<file path="src/rtl/calc_key_entry_if.sv">
// Key-entry bus for calc_key_entry: key events and chained ALU result
// in, committed operands and display echo out.
interface calc_key_entry_if;
    logic               key_valid;
    logic [3:0]         key_code;
    logic signed [15:0] result;
    logic signed [7:0]  A;
    logic signed [7:0]  B;
    logic [1:0]         opcode;
    logic               operands_valid;
    logic signed [15:0] entry_value;
    logic [1:0]         entry_state;
    logic               key_err;

    // Key source / ALU side
    modport master (
        output key_valid, key_code, result,
        input  A, B, opcode, operands_valid, entry_value, entry_state, key_err
    );

    // Sequencer side
    modport slave (
        input  key_valid, key_code, result,
        output A, B, opcode, operands_valid, entry_value, entry_state, key_err
    );
endinterface

</file>
<file path="src/rtl/calc_key_entry.sv">
// calc_key_entry: calculator key-entry sequencer.
// Assembles two signed 8-bit operands and an opcode from one-cycle key
// events and commits them to the ALU on "=". All outputs are registered.
// Optional macro CALC_CHAIN_EN: operator keys after a commit continue the
// calculation from the saturated ALU result.
module calc_key_entry #(
    parameter int MAX_DIGITS = 3
) (
    input logic             clk,
    input logic             rst,
    calc_key_entry_if.slave bus
);

    typedef enum logic [1:0] {
        S_A    = 2'b00,
        S_B    = 2'b01,
        S_DONE = 2'b10
    } state_t;

    typedef enum logic [3:0] {
        ACT_NONE,
        ACT_DIGIT,      // append digit to current operand
        ACT_SIGN,       // leading minus on current operand
        ACT_OPER,       // A finished, operator latched
        ACT_COMMIT,     // present A/B/opcode to the ALU
        ACT_RECOMMIT,   // repeat last commit
        ACT_NEW_DIGIT,  // start a fresh A with a digit after a commit
        ACT_NEW_SIGN,   // start a fresh negative A after a commit
        ACT_CHAIN,      // continue from ALU result
        ACT_CLR,        // full clear
        ACT_REJECT      // key not legal here
    } act_t;

    localparam logic [1:0] MAX_D = 2'(MAX_DIGITS);

    // Clamp a 16-bit signed ALU result into the 8-bit operand range.
    function automatic logic signed [7:0] sat_s8(input logic signed [15:0] v);
        if (v > 16'sd127)
            return 8'sd127;
        else if (v < -16'sd128)
            return -8'sd128;
        else
            return v[7:0];
    endfunction

    // Signed value of a sign/magnitude working operand, 16 bits wide.
    function automatic logic signed [15:0] entry_s16(input logic neg, input logic [7:0] mag);
        logic signed [15:0] m;
        m = {8'h00, mag};
        return neg ? -m : m;
    endfunction

    state_t             state_q, state_d;
    act_t               act;

    logic [7:0]         mag_q, mag_d;
    logic [1:0]         ndig_q, ndig_d;
    logic               neg_q, neg_d;
    logic signed [7:0]  pend_a_q, pend_a_d;
    logic [1:0]         pend_op_q, pend_op_d;
    logic signed [7:0]  a_q, a_d;
    logic signed [7:0]  b_q, b_d;
    logic [1:0]         op_q, op_d;
    logic               ov_q, ov_d;
    logic               err_q, err_d;
    logic signed [15:0] ev_q, ev_d;

    logic               k_digit, k_op, k_sub, k_eq, k_clr;
    logic [11:0]        cand;
    logic               digit_ok;
    logic [1:0]         op_key;
    logic signed [15:0] work_s16;
    logic signed [7:0]  work_s8;

    assign k_digit  = (bus.key_code <= 4'd9);
    assign k_op     = (bus.key_code >= 4'd10) && (bus.key_code <= 4'd13);
    assign k_sub    = (bus.key_code == 4'd11);
    assign k_eq     = (bus.key_code == 4'd14);
    assign k_clr    = (bus.key_code == 4'd15);
    assign op_key   = 2'(bus.key_code - 4'd10);

    // A negative operand may reach 128 so that -128 can be typed.
    assign cand     = 12'(mag_q) * 12'd10 + 12'(bus.key_code);
    assign digit_ok = (ndig_q < MAX_D) && (cand <= (neg_q ? 12'd128 : 12'd127));

    assign work_s16 = entry_s16(neg_q, mag_q);
    assign work_s8  = work_s16[7:0];

`ifndef CALC_CHAIN_EN
    logic unused_result;
    assign unused_result = ^bus.result;
`endif

    // State register
    always_ff @(posedge clk) begin
        if (rst)
            state_q <= S_A;
        else
            state_q <= state_d;
    end

    // Next-state and key classification
    always_comb begin
        state_d = state_q;
        act     = ACT_NONE;
        if (bus.key_valid) begin
            if (k_clr) begin
                act     = ACT_CLR;
                state_d = S_A;
            end else begin
                case (state_q)
                    S_A: begin
                        if (k_digit)
                            act = digit_ok ? ACT_DIGIT : ACT_REJECT;
                        else if (k_sub && ndig_q == 2'd0)
                            act = neg_q ? ACT_REJECT : ACT_SIGN;
                        else if (k_op && ndig_q != 2'd0) begin
                            act     = ACT_OPER;
                            state_d = S_B;
                        end else
                            act = ACT_REJECT;
                    end
                    S_B: begin
                        if (k_digit)
                            act = digit_ok ? ACT_DIGIT : ACT_REJECT;
                        else if (k_sub && ndig_q == 2'd0)
                            act = neg_q ? ACT_REJECT : ACT_SIGN;
                        else if (k_eq && ndig_q != 2'd0) begin
                            act     = ACT_COMMIT;
                            state_d = S_DONE;
                        end else
                            act = ACT_REJECT;
                    end
                    S_DONE: begin
                        if (k_digit) begin
                            act     = ACT_NEW_DIGIT;
                            state_d = S_A;
                        end else if (k_eq)
                            act = ACT_RECOMMIT;
`ifdef CALC_CHAIN_EN
                        else if (k_op) begin
                            act     = ACT_CHAIN;
                            state_d = S_B;
                        end
`else
                        else if (k_sub) begin
                            act     = ACT_NEW_SIGN;
                            state_d = S_A;
                        end
`endif
                        else
                            act = ACT_REJECT;
                    end
                    default: begin
                        act     = ACT_CLR;
                        state_d = S_A;
                    end
                endcase
            end
        end
    end

    // Datapath and output next values for the chosen action
    always_comb begin
        mag_d     = mag_q;
        ndig_d    = ndig_q;
        neg_d     = neg_q;
        pend_a_d  = pend_a_q;
        pend_op_d = pend_op_q;
        a_d       = a_q;
        b_d       = b_q;
        op_d      = op_q;
        ov_d      = 1'b0;
        err_d     = 1'b0;
        ev_d      = ev_q;
        case (act)
            ACT_DIGIT: begin
                mag_d  = cand[7:0];
                ndig_d = 2'(ndig_q + 2'd1);
                ev_d   = entry_s16(neg_d, mag_d);
            end
            ACT_SIGN: begin
                neg_d = 1'b1;
                ev_d  = entry_s16(neg_d, mag_d);
            end
            ACT_OPER: begin
                pend_a_d  = work_s8;
                pend_op_d = op_key;
                mag_d     = 8'd0;
                ndig_d    = 2'd0;
                neg_d     = 1'b0;
                ev_d      = 16'sd0;
            end
            ACT_COMMIT: begin
                a_d  = pend_a_q;
                b_d  = work_s8;
                op_d = pend_op_q;
                ov_d = 1'b1;
            end
            ACT_RECOMMIT: begin
                ov_d = 1'b1;
            end
            ACT_NEW_DIGIT: begin
                mag_d  = {4'h0, bus.key_code};
                ndig_d = 2'd1;
                neg_d  = 1'b0;
                ev_d   = entry_s16(neg_d, mag_d);
            end
            ACT_NEW_SIGN: begin
                mag_d  = 8'd0;
                ndig_d = 2'd0;
                neg_d  = 1'b1;
                ev_d   = 16'sd0;
            end
            ACT_CHAIN: begin
                pend_a_d  = sat_s8(bus.result);
                pend_op_d = op_key;
                mag_d     = 8'd0;
                ndig_d    = 2'd0;
                neg_d     = 1'b0;
                ev_d      = 16'(pend_a_d);
            end
            ACT_CLR: begin
                mag_d     = 8'd0;
                ndig_d    = 2'd0;
                neg_d     = 1'b0;
                pend_a_d  = 8'sd0;
                pend_op_d = 2'd0;
                a_d       = 8'sd0;
                b_d       = 8'sd0;
                op_d      = 2'd0;
                ev_d      = 16'sd0;
            end
            ACT_REJECT: begin
                err_d = 1'b1;
            end
            default: begin
            end
        endcase
    end

    // Working, pending and output registers
    always_ff @(posedge clk) begin
        if (rst) begin
            mag_q     <= 8'd0;
            ndig_q    <= 2'd0;
            neg_q     <= 1'b0;
            pend_a_q  <= 8'sd0;
            pend_op_q <= 2'd0;
            a_q       <= 8'sd0;
            b_q       <= 8'sd0;
            op_q      <= 2'd0;
            ov_q      <= 1'b0;
            err_q     <= 1'b0;
            ev_q      <= 16'sd0;
        end else begin
            mag_q     <= mag_d;
            ndig_q    <= ndig_d;
            neg_q     <= neg_d;
            pend_a_q  <= pend_a_d;
            pend_op_q <= pend_op_d;
            a_q       <= a_d;
            b_q       <= b_d;
            op_q      <= op_d;
            ov_q      <= ov_d;
            err_q     <= err_d;
            ev_q      <= ev_d;
        end
    end

    assign bus.A              = a_q;
    assign bus.B              = b_q;
    assign bus.opcode         = op_q;
    assign bus.operands_valid = ov_q;
    assign bus.entry_value    = ev_q;
    assign bus.entry_state    = state_q;
    assign bus.key_err        = err_q;

endmodule
</file>
<file path="src/flat_wrapper.sv">
// flat-port wrapper written by rule: the top's interface ports become plain ports
module calc_key_entry_flat 
#(
    parameter int MAX_DIGITS = 3
)
  (clk, rst, bus_key_valid, bus_key_code, bus_result, bus_A, bus_B, bus_opcode, bus_operands_valid, bus_entry_value, bus_entry_state, bus_key_err);
  calc_key_entry_if bus_i ();
  input logic clk;
  input logic rst;
  input wire logic [$bits(bus_i.key_valid)-1:0] bus_key_valid;
  input wire logic [$bits(bus_i.key_code)-1:0] bus_key_code;
  input wire logic [$bits(bus_i.result)-1:0] bus_result;
  output wire logic [$bits(bus_i.A)-1:0] bus_A;
  output wire logic [$bits(bus_i.B)-1:0] bus_B;
  output wire logic [$bits(bus_i.opcode)-1:0] bus_opcode;
  output wire logic [$bits(bus_i.operands_valid)-1:0] bus_operands_valid;
  output wire logic [$bits(bus_i.entry_value)-1:0] bus_entry_value;
  output wire logic [$bits(bus_i.entry_state)-1:0] bus_entry_state;
  output wire logic [$bits(bus_i.key_err)-1:0] bus_key_err;
  assign bus_i.key_valid = bus_key_valid;
  assign bus_i.key_code = bus_key_code;
  assign bus_i.result = bus_result;
  assign bus_A = bus_i.A;
  assign bus_B = bus_i.B;
  assign bus_opcode = bus_i.opcode;
  assign bus_operands_valid = bus_i.operands_valid;
  assign bus_entry_value = bus_i.entry_value;
  assign bus_entry_state = bus_i.entry_state;
  assign bus_key_err = bus_i.key_err;
  calc_key_entry #(.MAX_DIGITS(MAX_DIGITS)) u_core (.clk(clk), .rst(rst), .bus(bus_i));
endmodule
</file>
<file path="config.mk">
export PLATFORM = sky130hd
export DESIGN_NAME = calc_key_entry_flat
export DESIGN_NICKNAME = d
export VERILOG_FILES = /design/src/rtl/calc_key_entry_if.sv /design/src/rtl/calc_key_entry.sv /design/src/flat_wrapper.sv
export SDC_FILE = /design/constraint.sdc
export NUM_CORES = 1
export LEC_CHECK = 0
export CAP_MARGIN = 10
export CORE_MARGIN = 10
export CORE_UTILIZATION = 45
export CTS_CLUSTER_DIAMETER = 200
export CTS_CLUSTER_SIZE = 24
export DETAILED_ROUTE_END_ITERATION = 7
export GPL_ROUTABILITY_DRIVEN = 0
export GPL_TIMING_DRIVEN = 0
export PLACE_DENSITY = 0.72
export SYNTH_ARGS = -nofsm -noshare
export SYNTH_HDL_FRONTEND = slang
export SYNTH_SLANG_ARGS = --single-unit
</file>
<file path="constraint.sdc">
create_clock -name clk -period 4.9 [get_ports clk]
set_input_delay 0.49 -clock clk [delete_from_list [all_inputs] [get_ports clk]]
set_output_delay 0.49 -clock clk [all_outputs]
set_load 0.05 [all_outputs]
</file>
# Yosys cells after proc, flatten, opt, wreduce, memory -nomap -nowiden
# Index checks and enable logic that the tools add are counted.
# op_classes
n_addsub,5
n_lt_le_gt_ge,7
n_mul,1
mux,41
eq_ne,23
reduce_logical,21
# op_table
op,count
$pmux 16 s5,1
$mux 4,13
$pmux 8 s3,2
$mux 8,4
$neg 8->16,2
$pmux 8 s2,2
$eq 4x4->1 const B,6
$mux 2,10
$eq 4x3->1 const B,4
$gt 16x8->1 const B,1
$lt 16x8->1 const B,1
$mux 16,1
$add 12x4->12,1
$le 12x12->1,1
$pmux 2 s3,2
$pmux 4 s3,1
$mul 8x3->11 const B,1
$reduce_and 9->1,1
$eq 4x2->1 const B,2
$le 4x4->1 const B,2
$pmux 2 s2,2
$reduce_bool 2->1,4
$reduce_or 4->1,2
$ne 3x1->1 const B,2
other kinds (19),30
# totals
output_inout_bits,38
ff_bits,59
elab_cells,110
input_bits,23

# Longest topological paths before layout
# Gate-level depths: netlist of the first run.
# logic_depth
depth_word,12
mapped_depth,20
ltp_nobuf,18

# Worst setup path after synthesis of the first run
# Ideal clock, no wire load.
# synth_timing
path_kind,register -> register
from,register u_core.mag_q[3]
to,register u_core.pend_op_q[1]
path_stages_with_launch,19
synth_period_minus_slack_ps,4892
setup_slack_ps,8
arrival_time_ps,4812
setup_ps,79
required_time_ps,4821
n_path_buf,1
cell_sequence,dfxtp_1 -> ha_1 -> ha_1 -> inv_1 -> fa_1 -> or3b_1 -> nor2_1 -> xor2_1 -> ha_1 -> a21oi_1 -> o21ai_0 -> o21a_1 -> or4_4 -> a2111oi_4 -> nor2_4 -> nor4b_4 -> buf_6 -> nor2_2 -> a211oi_2
# synth_via
elab_chain_cells,12
elab_cells_between_ends,16
cone_classes,add/sub: 1; mul: 1; order compare: 1; eq/ne: 3; mux: 7; reduce/logical: 3
# synth_rtl
element,line,source
start: declaration,calc_key_entry.sv:56,"logic [7:0] mag_q, mag_d;"
start signal: assignment,calc_key_entry.sv:257,mag_q <= mag_d;
$mul 8x3->11 (*),calc_key_entry.sv:83,assign cand = 12'(mag_q) * 12'd10 + 12'(bus.key_code);
$add 12x4->12 (*),calc_key_entry.sv:83,
$le 12x12->1 (*),calc_key_entry.sv:84,assign digit_ok = (ndig_q < MAX_D) && (cand <= (neg_q ? 12'd128 : 12'd127));
$logic_and 1x1->1 (*),calc_key_entry.sv:84,
$mux 4 (*),"calc_key_entry.sv:114, calc_key_entry.sv:125",
$mux 4 (on tied branches),"calc_key_entry.sv:124, calc_key_entry.sv:113",
$pmux 4 s3 (*),calc_key_entry.sv:111,case (state_q)
$mux 4 (*),calc_key_entry.sv:107,if (k_clr) begin
$mux 4 (*),calc_key_entry.sv:106,if (bus.key_valid) begin
$eq 4x2->1 / $eq 4x4->1 (equally long branches),n/a,
$reduce_or 2->1 (no line),n/a,
$pmux 2 s2 / $reduce_bool 2->1 (equally long branches),n/a,
end signal: assignment,calc_key_entry.sv:261,pend_op_q <= pend_op_d;
end: declaration,calc_key_entry.sv:60,"logic [1:0] pend_op_q, pend_op_d;"
# Every way passes the cells marked *; elsewhere a longest branch is shown, timed or not.
# A chain may end at the register's enable or synchronous reset.

# Final worst setup path of the first run
# layout_timing
from,register u_core.mag_q[1]
to,register u_core.mag_q[1]
# layout_via
elab_chain_cells,12
elab_cells_between_ends,19
cone_classes,add/sub: 1; mul: 1; order compare: 1; eq/ne: 6; mux: 7; reduce/logical: 3
# layout_rtl
element,line,source
$mul 8x3->11 (*),calc_key_entry.sv:83,
$add 12x4->12 (*),calc_key_entry.sv:83,
$le 12x12->1 (*),calc_key_entry.sv:84,
$logic_and 1x1->1 (*),calc_key_entry.sv:84,
$mux 4 (*),"calc_key_entry.sv:114, calc_key_entry.sv:125",
$mux 4 (on tied branches),"calc_key_entry.sv:124, calc_key_entry.sv:113",
$pmux 4 s3 (*),calc_key_entry.sv:111,
$mux 4 (*),calc_key_entry.sv:107,
$mux 4 (*),calc_key_entry.sv:106,
$eq 4x2->1 (tied with other cells),calc_key_entry.sv:176,case (act)
$reduce_or 4->1 (no line),n/a,
$pmux 8 s3 / $reduce_bool 3->1 (equally long branches),n/a,
# Marks and branches as above.

==> summary.txt, run 1 <==
STA
  • Sum Neg Setup Slack: -50.2 ps
  • Slew Limit Headroom: 52.0%
  • Clk_skew: 10.4 ps
  • FMAX: 0.203 GHz
  • Least-Margin Pin Slew: 720 ps
  • Final count of pins violating max slew: 0
  • RSZ-0062 raised after global routing: true
  • Hold WS: 477 ps
  • Final worst setup slack: -31.9 ps
  • Tmin final: 4930 ps
  • Tcrit/Tclk final: 101%
  • Final setup violation count: 4
  • Final hold vios: 0

Layout
  • Filler cell count: 660
  • Final Non-Filler Cells: 618
  • Most common library cell in the layout ignoring fill and taps: dfxtp_1
  • Share of cells above drive strength 1: 20.7%
  • Area growth from synthesis to layout: 34.5%
  • Nets: 562
  • Commonest non-fill, non-tap cells in the layout: dfxtp_1, nor2_1, clkdlybuf4s50_1
  • Ant diodes: 0

Route
  • Vias: 3,610
  • First-pass iteration count of the detailed router: 5
  • Drt drc: 0
  • Vias per Instance: 5.84
  • Initial DRC Count: 331
  • ANT nets after route: 0
  • Routed length per instance: 18.4 um
  • Drt total wl: 11.4 mm

Floorplan
  • Core area: 8130 um2
  • Die width: 111 um
  • Starting Density: 45.8%
  • I/O pin count: 61
  • Chip height: 111 um
  • Num rows: 33
  • Die footprint: 12,300 um2

Critical path
  • FF-to-FF path depth: 19
  • CP arrival: 5130 ps
  • Critical path endpoint category: flip-flop
  • Worst setup SP type: flip-flop
  • Crit Path Max Fanout: 10
  • Crit path kind: flip-flop to flip-flop
  • Crit path required time: 5100 ps

Global routing
  • First-pass GRT wire length: 17.2 mm
  • Vias in the first global route: 3,523
  • Antenna violations before repair: 0
  • Grt total ovfl: 0
  • Total track usage: 16.5%
  • Largest net degree at the start of global routing: 11

Logic synthesis
  • #FFs+latches synth: 58
  • Top FF cell, synth: dfxtp_1
  • Synthesized area: 3720 um2
  • Warnings from Yosys: 0
  • Number of distinct library cells after synthesis: 58
  • Post-synth EDFFs: 0
  • Sequential fraction of the synthesis area: 31.2%
  • Async set or reset register ratio after synthesis: 0%
  • Syn Area/Cell: 8.58 um2
  • Syn Inst Count: 434
  • Syn Nets: 488

CTS
  • Clock slew at reported path FFs: 70 ps
  • Clock Sinks: 58
  • CTS Hold Buffers Added: 0
  • Clock tree buffer depth: 2
  • Skew-Pair Late Insertion Delay: 350 ps
  • H-tree depth reported by CTS: 3
  • Root Buffer Master: clkbuf_8
  • CTS Buf Count: 9
  • TritonCTS clock tree: done

Place
  • DP HPWL: 7.79 mm
  • Cells after DPL: 581
  • Input/output buffers: 42
  • Post-place setup slack: -864 ps

Hold path
  • Hold path depth: 2
  • Worst min-delay path category: flip-flop to flip-flop

Job
  • Max-Cap Viols: 0

Outcome
  • Failing checks: negative setup slack
  • Run status: finished with violations

Pwr
  • Pwr Total: 0.00310 W
  • PwrDens: 618 nW/um2
  • Static leakage: 1.84 nW
  • Max rail drop VDD: 0.000248 V
-- registers in the layout, indices dropped and copies added, names as in the netlist --
name,cells
u_core.bus.key_err,1
u_core.bus.entry_value,15
u_core.bus.opcode,2
u_core.neg_q,1
u_core.ndig_q,2
u_core.bus.entry_state,2
u_core.bus.A,8
u_core.pend_op_q,2
u_core.bus.operands_valid,1
u_core.mag_q,8
u_core.pend_a_q,8
u_core.bus.B,8
-- stage by stage --
step,utilization [%],cell area (um2)
2_1_floorplan,-,3720
5_1_grt,61.6,5010
3_3_place_gp,52.6,4280
4_1_cts,57.8,4700
6_report,61.6,5010
3_5_place_dp,52.6,4280
-- cell families after synthesis --
kind of cell	after synthesis	synth area share, %
AOI/OAI and AO/OA	122	22.4
xor gates and xnor gates	26	6.12
adders and majority gates	32	11.1
buffers and inverters	42	5.04
DFF	58	31.2
muxes	20	5.38
and+or+nand+nor	134	18.8
-- path summary, 6_finish.rpt --
| check | startpoint | endpoint | slack, ps |
|---|---|---|---|
| setup / recovery | u_core.mag_q[1]$_SDFFE_PP0P_ | u_core.mag_q[1]$_SDFFE_PP0P_ | -30 |
| hold / removal | u_core.bus.entry_value[9]$_SDFFE_PP0P_ | u_core.bus.entry_value[9]$_SDFFE_PP0P_ | 480 |
| setup reg to reg | u_core.mag_q[1]$_SDFFE_PP0P_ | u_core.mag_q[1]$_SDFFE_PP0P_ | -30 |
| hold reg to reg | u_core.bus.entry_value[9]$_SDFFE_PP0P_ | u_core.bus.entry_value[9]$_SDFFE_PP0P_ | 480 |
-- synth_stat cells (all sizes together), types with 2 or more instances --
cell type | count | area share, %
inv | 14 | 1.4
nand2 | 22 | 2.2
nor3b | 2 | 0.40
nor2b | 5 | 0.84
nand2b | 6 | 1.0
xnor2 | 13 | 3.1
a2111oi | 3 | 1.4
fa | 2 | 1.1
a21o | 6 | 1.2
dfxtp | 58 | 31
o21a | 4 | 0.81
o31a | 2 | 0.47
a21oi | 31 | 4.2
ha | 29 | 9.7
a211oi | 25 | 5.4
or3 | 7 | 1.2
nor4 | 3 | 0.91
xor2 | 13 | 3.1
nand4 | 3 | 0.50
a22oi | 4 | 0.81
or4 | 4 | 0.91
buf | 13 | 2.1
a221oi | 3 | 0.71
nand3 | 4 | 0.54
o211ai | 4 | 0.81
o31ai | 2 | 0.40
a31oi | 4 | 0.67
o21ai | 23 | 3.1
a22o | 2 | 0.47
nor4b | 3 | 1.1
nor2 | 52 | 5.5
nor3 | 15 | 2.2
and2 | 4 | 0.67
clkbuf | 15 | 1.5
o22ai | 4 | 0.67
mux2i | 20 | 5.4
-- routing by layer --
metal,GRT usage [%],vias up,wire length [um]
li1,-,1721,-
met1,18.4,1693,4550
met2,28.9,163,5750
met3,4.11,33,776
met4,7.64,0,295
met5,0,-,0
-- where the power goes --
| group | switching (W) | total [W] | internal [W] |
|---|---|---|---|
| Clock | 0.000203 | 0.000478 | 0.000276 |
| Sequential | 0.000104 | 0.000677 | 0.000573 |
| Combinational | 0.00115 | 0.00194 | 0.000789 |
| Total | 0.00146 | 0.00310 | 0.00164 |
-- worst max-delay path, cell delays in order (launching register included) --
cell and delay (ps):
dfxtp_4 390, ha_4 280, ha_4 120, inv_2 30, fa_2 370, xor2_2 170, or3b_4 410, nor2_4 150
xor2_4 200, ha_4 240, a21oi_2 150, o21ai_1 90, o21a_1 110, or4_4 600, a2111oi_4 440, nor2_4 170
clkbuf_8 230, o21a_1 270, a221oi_2 290, a211oi_1 90
-- timing repair --
item | CTS | global route
cloned | 1 | 0
pin swaps | 9 | 22
setup endpoints to repair | 58 | 55
buffers inserted | 9 | 11
resized for setup | 34 | 52
-- cell type report --
cell class                      instances  area (um2)  share of cell area, %
Multi-Input combinational cell        334        2640                   52.8
Timing Repair Buffer                   64         607                   12.1
Clock buffer                           12         165                   3.30
Clock inverter                          4        48.8                  0.975
Sequential cell                        58        1180                   23.6
Inverter                               14        52.6                   1.05
Tap cell                              105         131                   2.62
Buffer                                 27         178                   3.55
No activity file was read; power rests on OpenSTA's default activity.
==> inputs of run 2 (changes only) <==
CAP_MARGIN = 25   (was 10)
==> run 2 against run 1 <==
Against the previous run:
- the flow now finishes without violations
- critical path depth unchanged
- global-route usage decreased by 0.21 points
- power increased by 1.1%
- routed wire length decreased by 3.7%
- fmax increased by 2.1%
- die area unchanged
- worst hold slack improved by 0.69 ps
- combinational power about the same
- register-to-register slack improved by 99 ps
- utilization increased by 0.18 points
- design area increased by 0.30%
- critical endpoint is now u_core.mag_q[6]$_SDFFE_PP0P_
==> summary.txt, run 2 (synthesized netlist as in run 1, its figures left out) <==
STA
  • Final count of pins violating max slew: 0 (unchanged)
  • Clk_skew: 5.92 ps (was 10.4 ps)
  • Tcrit/Tclk final: 98.6% (was 101%)
  • RSZ-0062 raised after global routing: true (unchanged)
  • Final hold vios: 0 (unchanged)
  • Tmin final: 4830 ps (was 4930 ps)
  • Slew Limit Headroom: 48.2% (was 52.0%)
  • FMAX: 0.207 GHz (was 0.203 GHz)
  • Final setup violation count: 0 (was 4)
  • Least-Margin Pin Slew: 773 ps (was 720 ps)

Floorplan
  • Die footprint: 12,300 um2 (unchanged)
  • Core area: 8130 um2 (unchanged)
  • Num rows: 33 (unchanged)
  • I/O pin count: 61 (unchanged)
  • Starting Density: 45.8% (unchanged)
  • Die width: 111 um (unchanged)
  • Chip height: 111 um (unchanged)

Outcome
  • Run status: complete, no violations (was finished with violations)

Layout
  • Final Non-Filler Cells: 624 (was 618)
  • Ant diodes: 0 (unchanged)
  • Nets: 568 (was 562)
  • Commonest non-fill, non-tap cells in the layout: dfxtp_1, nor2_1, clkdlybuf4s50_1 (unchanged)
  • Max reg flops: 15 (unchanged)
  • Final instance area: 5020 um2 (was 5010 um2)
  • Area growth from synthesis to layout: 34.9% (was 34.5%)
  • Share of cells above drive strength 1: 21.0% (was 20.7%)
  • Most common library cell in the layout ignoring fill and taps: dfxtp_1 (unchanged)

Critical path
  • Crit Path Max Fanout: 7 (was 10)
  • CP arrival: 5060 ps (was 5130 ps)
  • Crit path kind: flip-flop to flip-flop (unchanged)
  • Critical path endpoint category: flip-flop (unchanged)
  • Worst setup SP type: flip-flop (unchanged)
  • Crit path required time: 5130 ps (was 5100 ps)

Route
  • Drt drc: 0 (unchanged)
  • First-pass iteration count of the detailed router: 7 (was 5)
  • Drt total wl: 11.0 mm (was 11.4 mm)
  • Routed length per instance: 17.6 um (was 18.4 um)
  • Vias: 3,662 (was 3,610)
  • Initial DRC Count: 369 (was 331)
  • Vias per Instance: 5.87 (was 5.84)
  • ANT nets after route: 0 (unchanged)

Global routing
  • Grt total ovfl: 0 (unchanged)
  • Antenna violations before repair: 0 (unchanged)
  • Total track usage: 16.3% (was 16.5%)
  • First-pass GRT wire length: 17.0 mm (was 17.2 mm)
  • Vias in the first global route: 3,472 (was 3,523)
  • Largest net degree at the start of global routing: 12 (was 11)

Hold path
  • Worst min-delay path category: flip-flop to flip-flop (unchanged)

Pwr
  • PwrDens: 624 nW/um2 (was 618 nW/um2)
  • Max rail drop VDD: 0.000224 V (was 0.000248 V)
  • Static leakage: 1.87 nW (was 1.84 nW)

CTS
  • TritonCTS clock tree: done (unchanged)
  • CTS Buf Count: 9 (unchanged)
  • Skew-Pair Late Insertion Delay: 340 ps (was 350 ps)
  • Clock Sinks: 58 (unchanged)
  • Clock slew at reported path FFs: 70 ps (about the same)
  • H-tree depth reported by CTS: 3 (unchanged)
  • Clock tree buffer depth: 2 (unchanged)
  • Root Buffer Master: clkbuf_8 (unchanged)

Place
  • Cells after DPL: 582 (was 581)
  • Area post-placement: 4290 um2 (was 4280 um2)
  • DP HPWL: 7.72 mm (was 7.79 mm)
  • Input/output buffers: 42 (unchanged)

Job
  • Max-Cap Viols: 0 (unchanged)
run 2: area by class of cell:
class | count | area [um2]
buffer | 27 | 168
inverter | 14 | 52.6
fill | 677 | 3110
clock inverter | 6 | 88.8
tap | 105 | 131
multi-input combinational | 334 | 2620
clock buffer | 10 | 138
timing repair buffer | 70 | 648
sequential | 58 | 1180
run 2: routing by layer:
layer	up-vias	GRT usage (%)	share of wire, %
met5	-	0	0
met4	0	7.38	3.0
met3	36	3.68	8.0
met2	187	27.7	49
met1	1705	19.0	40
li1	1734	-	-
run 2: worst paths after layout:
kind	cells after the start	to	slack, ps	startpoint
worst min-delay path	2	u_core.bus.entry_value[9]$_SDFFE_PP0P_	480	u_core.bus.entry_value[9]$_SDFFE_PP0P_
worst max-delay path	19	u_core.mag_q[6]$_SDFFE_PP0P_	70	u_core.mag_q[1]$_SDFFE_PP0P_
worst min register to register	2	u_core.bus.entry_value[9]$_SDFFE_PP0P_	480	u_core.bus.entry_value[9]$_SDFFE_PP0P_
worst max register to register	19	u_core.mag_q[6]$_SDFFE_PP0P_	70	u_core.mag_q[1]$_SDFFE_PP0P_
run 2: worst max-delay path, stage by stage (launching register included):
cell and delay (ps):
dfxtp_4 390, ha_4 280, ha_4 120, inv_2 30
fa_2 370, xor2_2 170, or3b_4 400, nor2_4 130
xor2_2 210, ha_4 240, a21oi_2 130, o21ai_1 70
o21a_1 100, or4_4 580, a2111oi_4 440, nor2_4 170
nor4_4 420, buf_4 230, mux2i_1 190, nor2_1 50
run 2: power by group:
part           internal, W  total [W]  switching [W]
combinational     0.000814    0.00196        0.00114
sequential        0.000573   0.000672      0.0000990
clock             0.000301   0.000503       0.000203
run 2: timing repair:
action | 4_1_cts | 5_1_grt
endpoints found under the setup margin | 58 | 55
gates cloned | 0 | 1
setup buffers | 11 | 15
pin swaps | 7 | 18
gates resized for setup | 27 | 53
hold buffers | 0 | 0
endpoints found under the hold margin | 0 | 0
run 2: stage by stage:
stage	hold slack [ps]	power [W]	setup WS, ps	util, %	setup TNS (ps)
after floorplan	460	0.00181	8.46	-	0
final	478	0.00313	67.6	61.7	0
after CTS	476	0.00284	-16.8	57.9	-61.7
after global routing	497	0.00331	-61.0	61.7	-441
after global placement	467	0.00216	-718	52.6	-33280
after detailed placement	467	0.00221	-790	52.7	-36940
==> inputs of run 3 (changes only) <==
--- a/config.mk
+++ b/config.mk
@@ -14,4 +14,5 @@
 export GPL_ROUTABILITY_DRIVEN = 0
 export GPL_TIMING_DRIVEN = 0
+export MAX_ROUTING_LAYER = met4
 export PLACE_DENSITY = 0.72
 export SYNTH_ARGS = -nofsm -noshare
==> constraint.sdc (replaced) <==
create_clock -name clk -period 4.9 [get_ports clk]
set_input_delay 0.49 -clock clk [delete_from_list [all_inputs] [get_ports clk]]
set_output_delay 0.49 -clock clk [all_outputs]
set_load 0.005 [all_outputs]
==> run 3 against run 2 <==
Against the previous run:
- clock power about the same
- critical path depth unchanged
- sequential cell count unchanged
- power down 4.9%
- via count up 0.66%
- setup slack better by 14 ps
- global-route usage up 0.44 points
- sequential power about the same
- clock-buffer cell count unchanged
- routed wire length up 0.65%
- critical endpoint unchanged
- highest routed layer unchanged
==> summary.txt, run 3 (synthesized netlist as in run 1, its figures left out) <==
Layout
  • Share of cells above drive strength 1: 20.8% (was 21.0%)
  • Area growth from synthesis to layout: 34.7% (was 34.9%)
  • Ant diodes: 0 (unchanged)
  • Nets: 568 (unchanged)
  • Most common library cell in the layout ignoring fill and taps: dfxtp_1 (unchanged)
  • Final Non-Filler Cells: 624 (unchanged)
  • Max reg flops: 15 (unchanged)
  • Commonest non-fill, non-tap cells in the layout: dfxtp_1, nor2_1, clkdlybuf4s50_1 (unchanged)

CTS
  • Clock slew at reported path FFs: 70 ps (about the same)
  • Skew-Pair Late Insertion Delay: 340 ps (about the same)
  • Root Buffer Master: clkbuf_8 (unchanged)
  • H-tree depth reported by CTS: 3 (unchanged)
  • CTS Hold Buffers Added: 0 (unchanged)
  • TritonCTS clock tree: done (unchanged)
  • CTS Buf Count: 9 (unchanged)
  • Clock Sinks: 58 (unchanged)
  • Clock tree buffer depth: 2 (unchanged)

Pwr
  • PwrDens: 594 nW/um2 (was 624 nW/um2)
  • Pwr Total: 0.00298 W (was 0.00313 W)
  • Max rail drop VDD: 0.000222 V (was 0.000224 V)
  • Static leakage: 1.87 nW (about the same)

Critical path
  • Critical path endpoint category: flip-flop (unchanged)
  • Crit path kind: flip-flop to flip-flop (unchanged)
  • Worst flop-to-flop path endpoint: u_core.mag_q[6]$_SDFFE_PP0P_ (unchanged)
  • Worst setup SP type: flip-flop (unchanged)
  • Critical Path Sink: u_core.mag_q[6]$_SDFFE_PP0P_ (unchanged)
  • Crit path required time: 5130 ps (about the same)
  • Worst R2R Setup Slack: 80 ps (was 70 ps)
  • Worst reg2reg path startpoint: u_core.mag_q[1]$_SDFFE_PP0P_ (unchanged)
  • CP arrival: 5050 ps (was 5060 ps)
  • Crit Path Max Fanout: 7 (unchanged)
  • FF-to-FF path depth: 19 (unchanged)
  • Critical Path Start: u_core.mag_q[1]$_SDFFE_PP0P_ (unchanged)

Job
  • Max-Cap Viols: 0 (unchanged)

Hold path
  • Worst min-delay path category: flip-flop to flip-flop (unchanged)

STA
  • RSZ-0062 raised after global routing: true (unchanged)
  • Tmin final: 4820 ps (was 4830 ps)
  • Final hold vios: 0 (unchanged)
  • Least-Margin Pin Slew: 772 ps (was 773 ps)
  • Final setup violation count: 0 (unchanged)
  • FMAX: 0.208 GHz (was 0.207 GHz)
  • Clk_skew: 6.02 ps (was 5.92 ps)
  • Final worst setup slack: 81.5 ps (was 67.6 ps)
  • Final count of pins violating max slew: 0 (unchanged)
  • Slew Limit Headroom: 48.3% (was 48.2%)
  • Tcrit/Tclk final: 98.3% (was 98.6%)

Route
  • Vias per Instance: 5.91 (was 5.87)
  • Drt total wl: 11.0 mm (about the same)
  • First-pass iteration count of the detailed router: 5 (was 7)
  • Vias: 3,686 (was 3,662)
  • Routed length per instance: 17.7 um (was 17.6 um)
  • Initial DRC Count: 307 (was 369)
  • ANT nets after route: 0 (unchanged)
  • Drt drc: 0 (unchanged)

Floorplan
  • Die footprint: 12,300 um2 (unchanged)
  • Starting Density: 45.8% (unchanged)
  • Die width: 111 um (unchanged)
  • I/O pin count: 61 (unchanged)
  • Chip height: 111 um (unchanged)
  • Num rows: 33 (unchanged)
  • Core area: 8130 um2 (unchanged)

Outcome
  • Run status: complete, no violations (unchanged)

Global routing
  • First-pass GRT wire length: 17.0 mm (about the same)
  • Vias in the first global route: 3,469 (was 3,472)
  • Total track usage: 16.8% (was 16.3%)
  • Largest net degree at the start of global routing: 12 (unchanged)
  • Antenna violations before repair: 0 (unchanged)
  • Grt total ovfl: 0 (unchanged)

Place
  • Cells after DPL: 582 (unchanged)
  • DP HPWL: 7.72 mm (unchanged)
  • Post-place setup slack: -790 ps (unchanged)
  • Input/output buffers: 42 (unchanged)
## run 3: cell count changes in the layout (fill, tap and decap cells not counted)
cell and delta:
buf_6 +1, mux2i_1 +1, mux2i_2 -1, buf_8 -1
## run 3: how the worst min path moves through the flow
stage,start,to,slack (ps),depth (start not counted)
2_1_floorplan,u_core.pend_a_q[0]$_SDFFE_PP0P_,u_core.pend_a_q[0]$_SDFFE_PP0P_,460,2
3_3_place_gp,u_core.bus.entry_value[13]$_SDFFE_PP0P_,u_core.bus.entry_value[13]$_SDFFE_PP0P_,470,2
3_5_place_dp,u_core.bus.entry_value[9]$_SDFFE_PP0P_,u_core.bus.entry_value[9]$_SDFFE_PP0P_,470,2
4_1_cts,u_core.bus.entry_value[9]$_SDFFE_PP0P_,u_core.bus.entry_value[9]$_SDFFE_PP0P_,480,2
5_1_grt,u_core.bus.entry_value[14]$_SDFFE_PP0P_,u_core.bus.entry_value[14]$_SDFFE_PP0P_,500,2
6_report,u_core.bus.entry_value[9]$_SDFFE_PP0P_,u_core.bus.entry_value[9]$_SDFFE_PP0P_,480,2
## run 3: layout make-up
type,instances,area (um2)
buffer,27,164
clock buffer,10,138
clock inverter,6,88.8
fill,678,3120
inverter,14,52.6
multi-input combinational,334,2610
sequential,58,1180
tap,105,131
timing repair buffer,70,648
## run 3: metrics by stage
step	setup TNS, ps	util [%]	hold slack, ps	instance area (um2)
final	0	61.7	475	5010
after floorplan	0	-	460	3720
after CTS	-61.7	57.9	476	4710
after global placement	-33280	52.6	467	4280
after global routing	-428	61.7	497	5010
after detailed placement	-36940	52.7	467	4290
## run 3: what timing repair did
| action | in CTS | in global routing |
|---|---|---|
| buffers inserted | 11 | 15 |
| gates resized for setup | 27 | 51 |
| gates cloned | 0 | 1 |
| pin swaps | 7 | 19 |
| setup endpoints to repair | 58 | 55 |
## run 3: routing by layer
metal,track usage (%),vias to the layer above,part of all wire (%)
met5,-,-,0
met4,7.38,0,3.1
met3,3.57,43,7.4
met2,27.7,178,49
met1,19.1,1729,41
li1,-,1736,-
## run 3: where the power goes
group	internal, W	switching, W	leakage (nW)	total [W]
clock network	0.000301	0.000203	0.109	0.000504
logic	0.000813	0.000990	1.29	0.00180
registers	0.000573	0.0000979	0.474	0.000671
total	0.00169	0.00129	1.87	0.00298
## run 3: critical path, stage by stage, from the launching register on
cell	delay, ps
dfxtp_4	390
ha_4	280
ha_4	120
inv_2	30
fa_2	370
xor2_2	170
or3b_4	400
nor2_4	130
xor2_2	210
ha_4	240
a21oi_2	130
o21ai_1	70
o21a_1	100
or4_4	590
a2111oi_4	430
nor2_4	160
nor4_4	420
buf_4	230
mux2i_1	190
nor2_1	50
==> variant: new RTL, config.mk and constraints of run 3 <==
Build with the macro `CALC_CHAIN_EN` defined.
--- a/src/rtl/calc_key_entry.sv
+++ b/src/rtl/calc_key_entry.sv
@@ -5,2 +5,4 @@
 // calculation from the saturated ALU result.
+`define CALC_CHAIN_EN
+
 module calc_key_entry #(
Function: changed (Yosys sat finds a counterexample within 10 cycles, from zero or initial values and one cycle with rst high).
==> variant against run 3 <==
  * Synthesized cell count up 9.4%
  * Sequential cell count unchanged
  * Critical path type unchanged
  * Total power down 2.5%
  * Wire length up 10%
  * Die area up 3.0%
  * Non-clock buffer count down 11
  * Design area down 3.9%
  * Largest cell class unchanged
  * Sequential power up 3%
  * Synthesized area up 3.6%
  * Worst setup slack better by 0.25 ns
  * Combinational power down 3%
==> variant: results (changes against run 3) <==
Min path
  – Worst min-delay path startpoint: u_core.bus.entry_value[14]$_SDFFE_PP0P_ (was u_core.bus.entry_value[9]$_SDFFE_PP0P_)

Final layout
  – Final-layout fill cell count: 784 (was 678)
  – Ratio of cells with drive above 1 in the final layout: 0.0741 (was 0.208)
  – Number of sequential cells: 58 (unchanged)
  – Layout clock area frac: 0.0420 (was 0.0452)
  – Number of multi-input combinational cells in the layout: 380 (was 334)
  – Total area of multi-input combinational cells: 0.00255 mm^2 (was 0.00261 mm^2)

Global route
  – Met2 usage: 0.304 (was 0.277)
  – Wire length of the first global-routing pass: 19300 um (was 17000 um)
  – Largest net degree at the start of global routing: 13 (was 12)
  – Global-route usage over all layers: 0.190 (was 0.168)

Floorplan
  – Die Outline Area: 0.0127 mm^2 (was 0.0123 mm^2)

Yosys
  – Adder-cell share of the synthesized area: 0.104 (was 0.111)
  – Share of synthesized area spent on multiplexers: 0.0208 (was 0.0538)
  – Cell count after synthesis: 475 (was 434)

Pwr
  – Peak supply drop: 0.462 mV (was 0.222 mV)
  – Leak pwr: 1.83 nW (was 1.87 nW)
  – Clock network power share: 0.160 (was 0.169)

Run status
  – Result of the run: finished clean (unchanged)

STA
  – Max-slew headroom at the worst pin: 0.411 (was 0.483)

Placement
  – Count of placed standard cells including taps: 640 (was 582)
  – Port buffer count: 60 (was 42)

Route
  – Violation count after the first detailed-route iteration: 444 (was 307)
  – Detailed route wirelength on metal3: 962 um (was 814 um)

Worst setup path
  – Delay of the slowest critical-path stage: 0.52 ns (was 0.59 ns)
-- variant: final timing paths --
kind,endpoint,cells past startpoint
worst max-delay path,u_core.bus.B[6]$_SDFFE_PP0P_,18
worst min-delay path,u_core.bus.entry_value[14]$_SDFFE_PP0P_,1
worst max register to register,u_core.bus.B[6]$_SDFFE_PP0P_,18
worst min register to register,u_core.bus.entry_value[14]$_SDFFE_PP0P_,1
-- variant: what timing repair did --
item | 4_1_cts | 5_1_grt
endpoints found under the setup margin | 0 | 26
buffers inserted | 0 | 3
hold endpoints to repair | 0 | 0
resized for setup | 0 | 1
hold buffers | 0 | 0
-- variant: stage by stage --
step / hold slack [ns] / setup WS (ns) / util
floorplan: 0.436 / 0.991 / -
global placement: 0.434 / 0.235 / 0.553
detailed placement: 0.439 / 0.104 / 0.553
CTS: 0.457 / 0.229 / 0.578
global route: 0.475 / 0.0337 / 0.581
finish: 0.451 / 0.329 / 0.581
